File: config.mk
export PLATFORM = sky130hd
export DESIGN_NAME = demux_buffer
export DESIGN_NICKNAME = d
export VERILOG_FILES = /design/src/rtl/demux_pkg.sv /design/src/rtl/demux_lane.sv /design/src/rtl/demux_buffer.sv
export SDC_FILE = /design/constraint.sdc
export NUM_CORES = 1
export LEC_CHECK = 0
export ABC_CLOCK_PERIOD_IN_PS = 1800
export CORE_MARGIN = 2
export CORE_UTILIZATION = 45
export DETAILED_ROUTE_END_ITERATION = 8
export PLACE_DENSITY = 0.86
export SYNTH_ARGS = -nofsm -noshare
export SYNTH_HDL_FRONTEND = slang
export SYNTH_SLANG_ARGS = --single-unit
File: constraint.sdc
create_clock -name clk -period 1.8 [get_ports clk]
set_input_delay 0.27 -clock clk [delete_from_list [all_inputs] [get_ports clk]]
set_output_delay 0.27 -clock clk [all_outputs]
set_load 0.02 [all_outputs]
File: src/rtl/demux_pkg.sv
// Shared types and constants for the demux_buffer lanes.
// The counter constants are used only when DEMUX_BUFFER_STATS_EN is defined.
package demux_pkg;

    typedef enum logic {
        EMPTY = 1'b0,
        FULL  = 1'b1
    } lane_state_t;

    localparam int          COUNT_WIDTH = 16;
    localparam logic [15:0] COUNT_SAT   = 16'hFFFF;

endpackage

File: src/rtl/demux_lane.sv
// One single-entry output lane: EMPTY/FULL FSM, payload register and,
// when DEMUX_BUFFER_STATS_EN is defined, a saturating delivery counter.
module demux_lane
    import demux_pkg::*;
#(
    parameter int data_width = 8
) (
    input  logic                   clk,
    input  logic                   rst,
    input  logic                   i_load,
    input  logic [data_width-1:0]  i_data,
    input  logic                   i_ready,
    output logic                   o_valid,
    output logic                   o_xfer,
    output logic [data_width-1:0]  o_data
`ifdef DEMUX_BUFFER_STATS_EN
    ,
    output logic [COUNT_WIDTH-1:0] o_count
`endif
);

    lane_state_t           r_state;
    lane_state_t           w_nextState;
    logic [data_width-1:0] r_data;

    assign o_valid = (r_state == FULL);
    assign o_xfer  = o_valid & i_ready;
    assign o_data  = r_data;

    always_ff @(posedge clk) begin
        if (rst) begin
            r_state <= EMPTY;
        end else begin
            r_state <= w_nextState;
        end
    end

    // A load into a FULL lane is only possible alongside a transfer, so FULL stays FULL.
    always_comb begin
        w_nextState = r_state;
        case (r_state)
            EMPTY:   if (i_load) w_nextState = FULL;
            FULL:    if (o_xfer && !i_load) w_nextState = EMPTY;
            default: w_nextState = EMPTY;
        endcase
    end

    always_ff @(posedge clk) begin
        if (rst) begin
            r_data <= '0;
        end else if (i_load) begin
            r_data <= i_data;
        end
    end

`ifdef DEMUX_BUFFER_STATS_EN
    logic [COUNT_WIDTH-1:0] r_count;

    assign o_count = r_count;

    always_ff @(posedge clk) begin
        if (rst) begin
            r_count <= '0;
        end else if (o_xfer && (r_count != COUNT_SAT)) begin
            r_count <= r_count + 1'b1;
        end
    end
`endif

endmodule

File: src/rtl/demux_buffer.sv
// 1-to-N demultiplexer with an independent single-entry buffer per output lane.
// Define DEMUX_BUFFER_STATS_EN to add per-lane delivery counters on count_OUT.
module demux_buffer
    import demux_pkg::*;
#(
    parameter int switch_bits = 1,
    parameter int data_width  = 8
) (
    input  logic                                  clk,
    input  logic                                  rst,
    input  logic                                  valid_IN,
    input  logic [switch_bits-1:0]                sel_IN,
    input  logic [data_width-1:0]                 data_IN,
    output logic                                  ready_OUT,
    output logic [(2**switch_bits)-1:0]           valid_OUT,
    output logic [(2**switch_bits)*data_width-1:0] data_OUT,
    input  logic [(2**switch_bits)-1:0]           ready_IN
`ifdef DEMUX_BUFFER_STATS_EN
    ,
    output logic [(2**switch_bits)*COUNT_WIDTH-1:0] count_OUT
`endif
);

    localparam int LANES = 2**switch_bits;

    logic [LANES-1:0] w_valid;
    logic [LANES-1:0] w_xfer;
    logic [LANES-1:0] w_load;
    logic             w_ready;

    // Readiness looks only at the selected lane, never at valid_IN, and is held low in reset.
    assign w_ready   = !rst && (!w_valid[sel_IN] || w_xfer[sel_IN]);
    assign ready_OUT = w_ready;
    assign valid_OUT = w_valid;

    always_comb begin
        w_load = '0;
        if (valid_IN && w_ready) begin
            w_load[sel_IN] = 1'b1;
        end
    end

    for (genvar g = 0; g < LANES; g++) begin : g_lane
        demux_lane #(
            .data_width(data_width)
        ) u_lane (
            .clk    (clk),
            .rst    (rst),
            .i_load (w_load[g]),
            .i_data (data_IN),
            .i_ready(ready_IN[g]),
            .o_valid(w_valid[g]),
            .o_xfer (w_xfer[g]),
            .o_data (data_OUT[g*data_width +: data_width])
`ifdef DEMUX_BUFFER_STATS_EN
            ,
            .o_count(count_OUT[g*COUNT_WIDTH +: COUNT_WIDTH])
`endif
        );
    end

endmodule

==> run metrics <==
final total power=between 800 and 900 µW; final clock skew=0.00601 ns; Setup crit start kind=primary input; number of distinct library cells after synthesis=16; Max FO, Critical Path=2; Post-CTS Setup Repair Bufs=0; Syn Nets=91; Relative slew margins=85.2%; Worst Tran Pin Value=0.221 ns; WL per Instance=around 13 µm; worst hold path class=primary input to flop; antenna violations before repair=0; Seq/Total Area, Yosys=43.0%; Initial Util=48.0%; number of global-route vias before repair=680; worst path bufs/invs=2; Worst path max stage delay=0.45 ns; # resized after CTS=1; via count=about 670; #FFs+latches synth=18; pre-CTS setup slack=-0.191 ns; worst skew pair latency=0.29 ns; crit-path leading delay family=buffers and inverters; first-pass GRT wire length=2990 µm; Peak VDD IR=0.455 mV; antenna cells=0; Critical Path End Type=output port; final setup margin=about 0.10 ns; status=finished, final reports clean; die width=47.2 µm; Post-Place Cell Area=between 1000 and 1500 µm²; Syn Area/Cell=10.9 µm²; Worst Path Arrival=1.43 ns; port bufs=32; max_cap viols=0; YS warnings=0; CTS Buffer Depth=2; hold buffer count at cts=0; Synth Cell Area=838 µm²; final instance area=about 1200 µm²; DRC Markers=0; CTS tree=done; die area=2220 µm²; unrepaired setup endpoints after global routing=false; Slew Limit Fails=0; P&R area growth vs syn=46.4%; Worst path slowest cell=clkdlybuf4s50_1; Leak=0.496 nW; H-tree Lvls=1; Die Height=about 47 µm; total CTS buffers=3; total gr overflow=0; io pins=33; row count=15; Crit Path Category=primary input to output port; Nets=127; Setup violations, final=0; non-filler cells, final=137; Post-Syn Instances=77; clock transition at the registers of the reported paths=0.11 ns; largest net degree at the start of global routing=18; HPWL Detailed=1300 µm; GP Congestion=0.689; PwrDens=704 nW/µm²; WL final=roughly 1800 µm; worst-path cell chain=clkdlybuf4s50_1 > nand2b_1 > nor2_1 > a211oi_1 > dlygate4sd2_1; fin crit share=94.3%; most common cell after layout, fill and taps aside=clkdlybuf4s50_1; Detail Route Antenna Nets=0; vias per inst=4.91; Crit path required time=around 1.5 ns; core area=1750 µm²; FMAX=about 590 MHz; post-layout util=between 70 and 80%; share of cells above drive strength 1=19.6%; iteration count of the initial detailed-routing pass=4; Hold Fails Final Rpt=0; most frequent cells in the layout=31 x clkdlybuf4s50_1, 18 x dfxtp_1, 10 x nand2b_1, 9 x nor2b_1; min Tclk post-route=roughly 1.7 ns; Global Route Usage Sum=~20%; Initial DRC Count=5; Placed Instances=133; clock tree sinks=18; Root Driver=clkbuf_4
[logic make-up after synthesis]
family,after synthesis,share of synthesized area [%]
DFF,18,43.0
AOI/OAI and AO/OA,18,15.1
buffers and inverters,8,7.46
muxes,8,14.3
and+or+nand+nor,25,20.1
[cell usage after synthesis]
cell | n | area [µm²]
dfxtp_1 | 18 | 360
nand2b_1 | 10 | 62.6
nor2b_1 | 9 | 56.3
a21oi_1 | 8 | 40.0
a31o_1 | 8 | 70.1
mux2_4 | 8 | 120
buf_6 | 3 | 33.8
nor2_1 | 3 | 11.3
buf_2 | 2 | 10.0
buf_4 | 2 | 15.0
a211oi_1 | 1 | 7.51
a21oi_2 | 1 | 8.76
and3b_1 | 1 | 8.76
clkbuf_1 | 1 | 3.75
nand2_4 | 1 | 11.3
nor3b_4 | 1 | 18.8
[layer usage]
layer  GRT usage (%)  part of all wire, %  wire [µm]  vias to the layer above
li1                -                    -          -                      332
met1            22.5                   43        795                      310
met2            34.8                   50        928                       28
met3            3.85                  5.4        100                        2
met4            10.0                  1.0         19                        0
met5               0                    0          0                        -
[worst reg2reg max path, stage by stage, from the launching register on]
cell	delay (ns)
dfxtp_1	0.34
nand2b_1	0.07
buf_4	0.15
nand2_4	0.15
mux2_4	0.32
[power by group]
| part | leakage [nW] | internal, mW | switching, mW |
|---|---|---|---|
| clock network | 0.0210 | 0.123 | 0.128 |
| registers | 0.147 | 0.420 | 0.0114 |
| logic | 0.327 | 0.106 | 0.0759 |
| total | 0.496 | 0.649 | 0.216 |
[sequential cells by signal, indices dropped and copies added (netlist names)]
signal / cells
g_lane.u_lane.o_data: 16
g_lane.u_lane.o_valid: 2
[stage by stage]
step / setup TNS (ns) / hold slack [ns]
global route: 0 / 0.602
detailed placement: -0.191 / 0.595
global placement: -0.192 / 0.586
CTS: 0 / 0.600
floorplan: 0 / 0.404
finish: 0 / 0.599
[layout make-up]
| type | instances | area (µm²) |
|---|---|---|
| Tap cell | 25 | 31.3 |
| Multi-Input combinational cell | 51 | 415 |
| Sequential cell | 18 | 360 |
| Fill cell | 138 | 518 |
| Clock buffer | 4 | 36.3 |
| Timing Repair Buffer | 39 | 384 |
[worst paths after layout]
| kind | start | to | slack, ns | depth (start not counted) |
|---|---|---|---|---|
| worst min-delay path | data_IN[7] | g_lane[1].u_lane.o_data[7] | 0.60 | 2 |
| worst min register to register | g_lane[0].u_lane.o_valid | g_lane[0].u_lane.o_valid | 0.63 | 3 |
| worst max register to register | g_lane[0].u_lane.o_valid | g_lane[0].u_lane.o_data[6] | 0.66 | 4 |
| worst max-delay path | ready_IN[0] | ready_OUT | 0.10 | 5 |
No activity file was read; power rests on OpenSTA's default activity.
